## config.mk

```make
export PLATFORM = sky130hd
export DESIGN_NAME = wb_writeback_unit
export DESIGN_NICKNAME = d
export VERILOG_FILES = /design/src/rtl/wb_writeback_unit.sv
export SDC_FILE = /design/constraint.sdc
export NUM_CORES = 1
export LEC_CHECK = 0
export CELL_PAD_IN_SITES_DETAIL_PLACEMENT = 1
export CELL_PAD_IN_SITES_GLOBAL_PLACEMENT = 2
export CORE_MARGIN = 3
export CORE_UTILIZATION = 20
export DETAILED_ROUTE_END_ITERATION = 8
export GPL_TIMING_DRIVEN = 0
export PLACE_DENSITY_LB_ADDON = 0.15
export REMOVE_ABC_BUFFERS = 1
export SLEW_MARGIN = 40
export SYNTH_ARGS = -nofsm -noshare
export SYNTH_HDL_FRONTEND = slang
export SYNTH_SLANG_ARGS = --single-unit
```

## constraint.sdc

```tcl
create_clock -name Clk -period 1.3 [get_ports Clk]
set_input_delay 0.325 -clock Clk [delete_from_list [all_inputs] [get_ports Clk]]
set_output_delay 0.325 -clock Clk [all_outputs]
set_load 0.1 [all_outputs]
```

## src/rtl/wb_writeback_unit.sv

```systemverilog
// wb_writeback_unit: MEM/WB pipeline register with load extraction, writeback source select and optional retire counter
// Ports:
//   Clk, Rst            single rising-edge clock, asynchronous active-high reset
//   In_Valid/Stall/Flush slot valid, hold-stage, kill-incoming-slot controls
//   RegWrite/WriteReg   destination write enable and register index
//   MemToReg            source: 0=ALUResult 1=load data 2=PC 3=zero
//   LoadType/ByteOffset load width/sign and byte address of the load
//   ALUResult/ReadData/PC candidate writeback sources
//   WB_Valid, RegWrite_Out, WriteReg_Out, MemToReg_Out  registered writeback outputs
//   RetireCount         retired-instruction counter, only when WB_RETIRE_COUNT_EN is defined
module wb_writeback_unit #(
  parameter int DATA_W = 32,
  parameter int REG_AW = 5
) (
  input  logic              Clk,
  input  logic              Rst,
  input  logic              In_Valid,
  input  logic              Stall,
  input  logic              Flush,
  input  logic              RegWrite,
  input  logic [REG_AW-1:0] WriteReg,
  input  logic [1:0]        MemToReg,
  input  logic [2:0]        LoadType,
  input  logic [1:0]        ByteOffset,
  input  logic [DATA_W-1:0] ALUResult,
  input  logic [DATA_W-1:0] ReadData,
  input  logic [DATA_W-1:0] PC,
  output logic              WB_Valid,
  output logic              RegWrite_Out,
  output logic [REG_AW-1:0] WriteReg_Out,
  output logic [DATA_W-1:0] MemToReg_Out
`ifdef WB_RETIRE_COUNT_EN
  ,
  output logic [31:0]       RetireCount
`endif
);
  logic [7:0]        byte_d;
  logic [15:0]       half_d;
  logic [DATA_W-1:0] load_d;
  logic [DATA_W-1:0] wb_d;
  logic              reg_write_q;
  assign byte_d = ReadData[{ByteOffset, 3'b000} +: 8];
  // Halfword loads ignore ByteOffset[0]: misaligned halves read the aligned half.
  assign half_d = ReadData[{ByteOffset[1], 4'b0000} +: 16];
  always_comb begin
    load_d = (LoadType == 3'd1) ? {{(DATA_W-8){byte_d[7]}}, byte_d} :
             (LoadType == 3'd2) ? {{(DATA_W-8){1'b0}}, byte_d} :
             (LoadType == 3'd3) ? {{(DATA_W-16){half_d[15]}}, half_d} :
             (LoadType == 3'd4) ? {{(DATA_W-16){1'b0}}, half_d} :
             ReadData;
    wb_d = (MemToReg == 2'd0) ? ALUResult :
           (MemToReg == 2'd1) ? load_d :
           (MemToReg == 2'd2) ? PC : '0;
  end
  always_ff @(posedge Clk or posedge Rst) begin
    if (Rst) begin
      WB_Valid     <= 1'b0;
      reg_write_q  <= 1'b0;
      WriteReg_Out <= '0;
      MemToReg_Out <= '0;
    end else begin
      if (Flush) WB_Valid <= 1'b0;
      else if (!Stall) WB_Valid <= In_Valid;
      if (!Stall) begin
        reg_write_q  <= RegWrite;
        WriteReg_Out <= WriteReg;
        MemToReg_Out <= wb_d;
      end
    end
  end
  // Register 0 is hardwired to zero, so writes to it never reach the file.
  assign RegWrite_Out = WB_Valid & reg_write_q & (|WriteReg_Out);
`ifdef WB_RETIRE_COUNT_EN
  // The occupant retires when the stage advances; a flush only kills the incoming slot.
  always_ff @(posedge Clk or posedge Rst) begin
    if (Rst) RetireCount <= '0;
    else if (WB_Valid && !Stall) RetireCount <= RetireCount + 32'd1;
  end
`endif
endmodule

```

Word level (Yosys, flattened, before mapping)
Index checks and enable logic that the tools add are counted.

operators by class
  multiplexer cells = 9
  bitwise gates (word level) = 2
  shifts and indexed selects = 2
  reduce and logical (&&, ||, !) cells = 2
  equal/unequal tests = 7

operator list
  operator                                                                  count
  32-bit 2-to-1 mux                                                         7
  32-bit by 6-bit indexed part select with 16-bit output                    1
  32-bit by 6-bit indexed part select with 8-bit output                     1
  3-bit by 2-bit == test with 1-bit output (second input constant)          2
  5-bit OR reduction                                                        1
  3-bit by 1-bit == test with 1-bit output (second input constant)          1
  3-bit == test (second input constant)                                     1
  1-bit AND                                                                 2
  2-bit by 1-bit == test with 1-bit output (second input constant)          1
  2-bit == test (second input constant)                                     1
  2-bit zero test                                                           1
  1-bit 2-to-1 mux                                                          2
  2-bit by 1-bit inequality test with 1-bit output (second input constant)  1

word-level totals
  bits in registers = 39
  output and inout bits = 39

Depth between registers and ports, before layout
Gate-level depths: netlist (run 1).

  depth after elaboration = 7
  gate-level depth with buffers = 6

Worst setup path after synthesis (run 1)
No wires, ideal clock.

  kind = reg-to-output
  start point = register WriteReg_Out[0]
  end point = output port RegWrite_Out
  path slack = -940 ps
  buffers on the path = 0
  arrival time = 1,915 ps
  stages on the path, launching flop included = 3
  data required time = 975 ps
  cell sequence = dfrtp_1 > or3_1 > o311a_1

on the way
  cells in the longest elaborated chain, start to end = 2

RTL lines
  what                    RTL line  RTL
  start, declared         30        output logic [REG_AW-1:0] WriteReg_Out,
  start signal, assigned  66        WriteReg_Out <= WriteReg;
  5-bit OR reduction      72        assign RegWrite_Out = WB_Valid & reg_write_q & (|WriteReg_Out);
  1-bit AND               72
  end, declared           29        output logic RegWrite_Out,

No other way between the ends.

Final worst setup path (run 1)
Ends and elaborated chain as after synthesis.

==> results.yml, run 1 <==
outcome:
  status: "finished with violations"
  violations: "setup timing"
timing:
  worst_hold_slack_ns: 0.332
  finalSetupViolCount: 24
  timing.fmax_ghz: 0.527
  max_slew.worst_pin.slew_ns: 0.443
  hold_viol: 0
  drv_slew: 0
  relSlewSlack_pct: 70.5
  skew_ns: 0
  fin_crit_ns: 1.90
  post-route-period-util_pct: 146
  worst_slack_ns: -0.596
  rsz0062_at_grt: "true"
synthesis:
  avgSynthCellArea_sq_um: 10.3
  yosysWarningCount: 0
  yosysTopAreaCell: "dfrtp_1"
  synth.area.mux_share_pct: 24.9
  ys_seq_area_share_pct: 36.2
  synth_flop_cell: "dfrtp_1"
  synthArstFlopShare_pct: 100
  synth_simple_gate_area_share_pct: 13.0
  synth-adder-area-share_pct: 0
  synth_top_family_by_area: "multiplexers"
  synth_commonest_cells: "39 x dfrtp_1, 39 x mux2i_1, 34 x nor2_1"
  synth-edff-count: 0
  synthTopCellsByArea: "dfrtp_1 36%, mux2i_1 14%, mux4_2 7.5%"
  synth-compound-area-share_pct: 20.6
  synth_cells: 261
  synth_top_area_share_pct: 36.2
  yosys.area_share.xor_xnor_pct: 0.650
  synthesis.area_sq_um: 2700
  synth.distinct_cells: 45
  ys_seq_elements: 39
worst_hold_path:
  hp-class: "in2async"
detailed_routing:
  routed_wl_microns: 13000
  vias_per_cell: 4.85
  first_pass_iters: 4
  drc: 0
  num_vias: 2864
  routedWlPerCell_microns: 22.0
  drtIter0Drc: 82
  ant_nets: 0
cells_and_area:
  final_util_pct: 38.9
  syn2layout_area_growth_pct: 85.6
  register_area_sq_um: 977
  multiInputGateArea_sq_um: 1800
  diodes: 0
  nets: 533
  fillers: 1424
  drive_gt1_share_pct: 30.9
  design_area_sq_um: 5000
power:
  peakVddDrop_mv: 0.474
  p_sw_uw: 2260
  power_uw: 5250
  swShare_pct: 42.9
  combPwrFrac_pct: 48.6
  p_clk_share_pct: 23.2
  p_int_uw: 3000
  p_seq_share_pct: 28.2
  leakagePower_uw: 0.00219
  p_per_area_nw_per_um2: 1050
place:
  placed_area_sq_um: 4160
  gp_congestion: 0.741
  detailed_place_hpwl_microns: 8560
  port_buffers: 152
  pre_cts_slack_ns: -1.47
die:
  rows: 41
  die_w_microns: 122
  core_sq_um: 12900
  die_area_sq_um: 14900
  pin_count: 153
  start_util_pct: 20.9
  die_y_microns: 122
global_routing:
  grt_pass1_vias: 3106
  grt_pass1_wl_microns: 18600
  grt_use_total_pct: 16.7
  antenna_found_initial: 1
  overflow: 0
  grt_max_degree: 33
worst_setup_path:
  critPathArrivalTime_ns: 1.57
  crit_fanout: 2
  path_buf_inv: 1
  path_delay_family: "simple AND/OR/NAND/NOR gates"
  cp_slowest_cell: "or3_1"
  start_kind: "register"
  criticalPathCategory: "reg2out"
  slowest_delay_ns: 0.39
  worstPathCellList: "or3_1, o311a_1, buf_12"
  crit_required_ns: 0.98
  crit_path_end_kind: "primary output"
clocking:
  cts_root_buf: "clkbuf_16"
  clk_pin_slew_ns: 0.06
  clock_latency_ns: 0.29
  cts_made_buffers: 5
  cts.path.max_buffers: 2
  cts_tree: "yes"
  clkSinkCount: 39
  holdBufCountCts: 0
  htree_levels: 2
job:
  maxCapViolCount: 0
==> registers in the layout, indices dropped and copies added (netlist names) <==
| register | count |
|---|---|
| reg_write_q | 1 |
| WriteReg_Out | 5 |
| MemToReg_Out | 32 |
| WB_Valid | 1 |
==> per-stage QoR <==
stage / std cells / setup TNS, ns
5_1_grt: 590 / -3.58
4_1_cts: 587 / -3.18
2_1_floorplan: 241 / -8.40
3_3_place_gp: 565 / -140.02
3_5_place_dp: 566 / -44.76
6_report: 590 / -3.29
==> metal layers <==
| layer | vias to the layer above | share of wire (%) | track usage [%] |
|---|---|---|---|
| met3 | 10 | 6.5 | 5.15 |
| met5 | - | 0.054 | 0 |
| met1 | 1442 | 43 | 20.6 |
| li1 | 1318 | - | - |
| met2 | 92 | 50 | 29.0 |
| met4 | 2 | 0.87 | 2.94 |
==> worst paths after layout <==
check / from / end / slack, ns / cells after the start
min in group Clk: ReadData[15] / MemToReg_Out[15]$_DFFE_PP0N_ / 0.37 / 3
setup / recovery: WriteReg_Out[0]$_DFFE_PP0N_ / RegWrite_Out / -0.60 / 3
hold / removal: Rst / MemToReg_Out[29]$_DFFE_PP0N_ / 0.33 / 2
max in group asynchronous: Rst / MemToReg_Out[19]$_DFFE_PP0N_ / 0.53 / 3
hold reg to reg: MemToReg_Out[6]$_DFFE_PP0N_ / MemToReg_Out[6]$_DFFE_PP0N_ / 0.50 / 2
setup reg to reg: WriteReg_Out[0]$_DFFE_PP0N_ / WriteReg_Out[0]$_DFFE_PP0N_ / 0.42 / 2
==> power groups by stage <==
stage | Combinational (uW) | Clock, uW | Sequential [uW]
floorplan | 446 | 0 | 2470
global placement | 2340 | 0 | 1460
detailed placement | 2220 | 0 | 1460
CTS | 2450 | 1280 | 1460
global route | 2660 | 1320 | 1500
finish | 2550 | 1220 | 1480
==> cells by family (layout without fill, tap and decap cells) <==
group,count (synthesis),count (layout)
XOR/XNOR,2,2
buffers and inverters,26,182
AND/OR/NAND/NOR,71,71
multiplexers,55,55
AO/OA/AOI/OAI,68,69
flip-flops,39,39
==> what timing repair did <==
| item | 4_1_cts | 5_1_grt |
|---|---|---|
| pin swaps | 38 | 15 |
| buffers inserted | 14 | 3 |
| endpoints found under the setup margin | 71 | 56 |
| gates resized for setup | 181 | 51 |
| cloned | 1 | 1 |
==> layout by cell type, fill, tap and decap left out, types with 2 or more instances in the layout <==
cell             instances
mux2i_1                 37
clkdlybuf4s50_1         73
buf_8                    5
a21oi_2                  6
buf_4                   20
a21o_4                   2
buf_2                    2
inv_1                    3
o31ai_1                  7
a21oi_1                  2
and2_1                  16
inv_4                    2
nor2_1                  32
clkbuf_16                6
mux2_2                   7
o32a_1                  16
dlygate4sd2_1           26
dfrtp_1                 38
o22ai_2                  7
dlymetal6s2s_1           2
nand2_1                  7
buf_6                   27
buf_12                  12
o21ai_1                  2
nor2_2                   2
nand2b_4                 2
a22o_1                   6
buf_16                   2
mux4_2                   9
o221ai_1                 8
mux2i_2                  2
==> final cells by class <==
cell class | count | share of cell area, %
inverters | 6 | 0.800
well taps | 172 | 4.30
repair buffers | 170 | 36.8
multi-input cells | 197 | 36.0
clock buffers | 6 | 2.58
flip-flops and latches | 39 | 19.5
Note: power is estimated with default switching activity, not from simulation.
==> inputs of run 2 (changes only) <==
Settings changed: CAP_MARGIN set to 0.
==> results of run 2 <==
Final layout, timing and power as in run 1 (identical DEF).
==> inputs of run 3 (changes only) <==
Settings changed: CORE_MARGIN 3 to 2.
==> run 3 against run 2 <==
  * The run still ends with setup timing left
  * Total power is 4.5% higher
  * Clock power is 21% higher
  * First-iteration DRC count is 11% higher
  * Non-clock buffer count is 5 higher
  * Core utilization is 0.34 points lower
  * Hold slack worse by 0.0097 ns
  * Global-route usage is 0.52 points higher
  * Cell area is 1.5% higher
==> results.yml, run 3 (synthesis results as in run 1) <==
place:
  port_buffers: 152
  gp_congestion: 0.743
  pre_cts_slack_ns: -1.44
  dp_cells: 570
  placed_area_sq_um: 4160
  detailed_place_hpwl_microns: 8520
worst_setup_path:
  start_kind: "register"
  worstPathCellList: "or3_1, o311a_1, buf_12"
  cp_slowest_cell: "dfrtp_1"
  crit_required_ns: 0.98
  crit_fanout: 2
  reg2reg_depth: 3
  path_buf_inv: 1
  rrSetupSlack_ns: 0.31
  cp_num_cells: 3
  slowest_delay_ns: 0.38
  crit_path_end_kind: "primary output"
  crit_path_start: "WriteReg_Out[0]$_DFFE_PP0N_"
  path_delay_family: "flip-flops"
  r2r-end: "WriteReg_Out[0]$_DFFE_PP0N_"
  reg2reg_from: "WriteReg_Out[0]$_DFFE_PP0N_"
  critPathArrivalTime_ns: 1.56
  crit_end: "RegWrite_Out"
  criticalPathCategory: "reg2out"
worst_hold_path:
  hp-class: "in2async"
power:
  leakagePower_uw: 0.00221
  power_uw: 5490
  peakVddDrop_mv: 0.454
  p_per_area_nw_per_um2: 1080
timing:
  skew_ns: 0
  finalSetupViolCount: 28
  worst_slack_ns: -0.587
  max_slew.worst_pin.slew_ns: 0.447
  hold_viol: 0
  relSlewSlack_pct: 70.2
  timing.fmax_ghz: 0.530
  post-route-period-util_pct: 145
  drv_slew: 0
  rsz0062_at_grt: "true"
  fin_crit_ns: 1.89
cells_and_area:
  largest_reg_flops: 32
  drive_gt1_share_pct: 32.7
  layout_common_cells: "73 x clkdlybuf4s50_1, 39 x dfrtp_1, 39 x buf_4"
  design_area_sq_um: 5080
  top_register: "MemToReg_Out"
  fillers: 1469
  instances_no_fill: 602
  final_util_pct: 38.5
  syn2layout_area_growth_pct: 88.5
  nets: 538
  top_regs: "MemToReg_Out (32), WriteReg_Out (5)"
  layout_commonest_cell: "clkdlybuf4s50_1"
clocking:
  cts_tree: "yes"
  htree_levels: 2
  cts_made_buffers: 5
  clock_latency_ns: 0.28
  clk_pin_slew_ns: 0.06
  clkSinkCount: 39
  cts_root_buf: "clkbuf_16"
  cts.path.max_buffers: 2
outcome:
  status: "finished with violations"
  violations: "setup timing"
die:
  die_area_sq_um: 14400
  pin_count: 153
  rows: 42
  start_util_pct: 20.4
  die_y_microns: 120
  core_sq_um: 13200
  die_w_microns: 120
global_routing:
  grt_pass1_vias: 3218
  overflow: 0
  antenna_found_initial: 1
  grt_use_total_pct: 17.2
  grt_pass1_wl_microns: 18800
  grt_max_degree: 33
job:
  maxCapViolCount: 0
detailed_routing:
  ant_nets: 0
  drc: 0
  drtIter0Drc: 91
  vias_per_cell: 4.82
  routed_wl_microns: 12700
  routedWlPerCell_microns: 21.1
  num_vias: 2899
  first_pass_iters: 6
[run 3: cell type report]
cell class                 count  area (sq um)  area share [%]
timing repair buffer         175          1840            36.2
multi-input combinational    197          1830            36.0
sequential                    39           976            19.2
tap                          176           220            4.33
clock buffer                   6           139            2.73
inverter                       6          40.0           0.788
clock inverter                 2          35.0           0.689
antenna                        1          2.50          0.0492
[run 3: what timing repair did]
item | 4_1_cts | 5_1_grt
setup buffers | 13 | 8
hold buffers | 0 | 0
gates cloned | 2 | 1
gates resized for setup | 190 | 33
setup endpoints to repair | 71 | 44
pin swaps | 40 | 11
[run 3: per-layer routing]
metal	vias to the layer above	GRT usage, %	share of wire, %
met5	-	0	0
met4	0	4.41	1.4
met3	10	4.75	6.0
met2	103	29.2	48
met1	1454	21.5	45
li1	1332	-	-
[run 3: report_power, final]
group          switching, uW  total, uW  leakage, uW  internal (uW)
combinational           1620       2550      0.00166            929
sequential               109       1460     0.000466           1350
clock                    522       1480    0.0000869            956
total                   2250       5490      0.00221           3240
[run 3: stage by stage]
step | hold WS, ns | TNS, ns
6_report | 0.322 | -3.74
5_1_grt | 0.345 | -4.83
4_1_cts | 0.331 | -3.85
3_5_place_dp | 0.480 | -43.43
3_3_place_gp | 0.481 | -136.13
2_1_floorplan | 0.391 | -8.40
[run 3: worst min-delay path by stage]
| stage | startpoint | end | slack, ns |
|---|---|---|---|
| global placement | MemToReg_Out[2]$_DFFE_PP0N_ | MemToReg_Out[2]$_DFFE_PP0N_ | 0.48 |
| global route | Rst | MemToReg_Out[27]$_DFFE_PP0N_ | 0.34 |
| finish | Rst | MemToReg_Out[27]$_DFFE_PP0N_ | 0.32 |
| floorplan | Flush | WB_Valid$_DFFE_PP0P_ | 0.39 |
| CTS | Rst | MemToReg_Out[27]$_DFFE_PP0N_ | 0.33 |
| detailed placement | MemToReg_Out[2]$_DFFE_PP0N_ | MemToReg_Out[2]$_DFFE_PP0N_ | 0.48 |
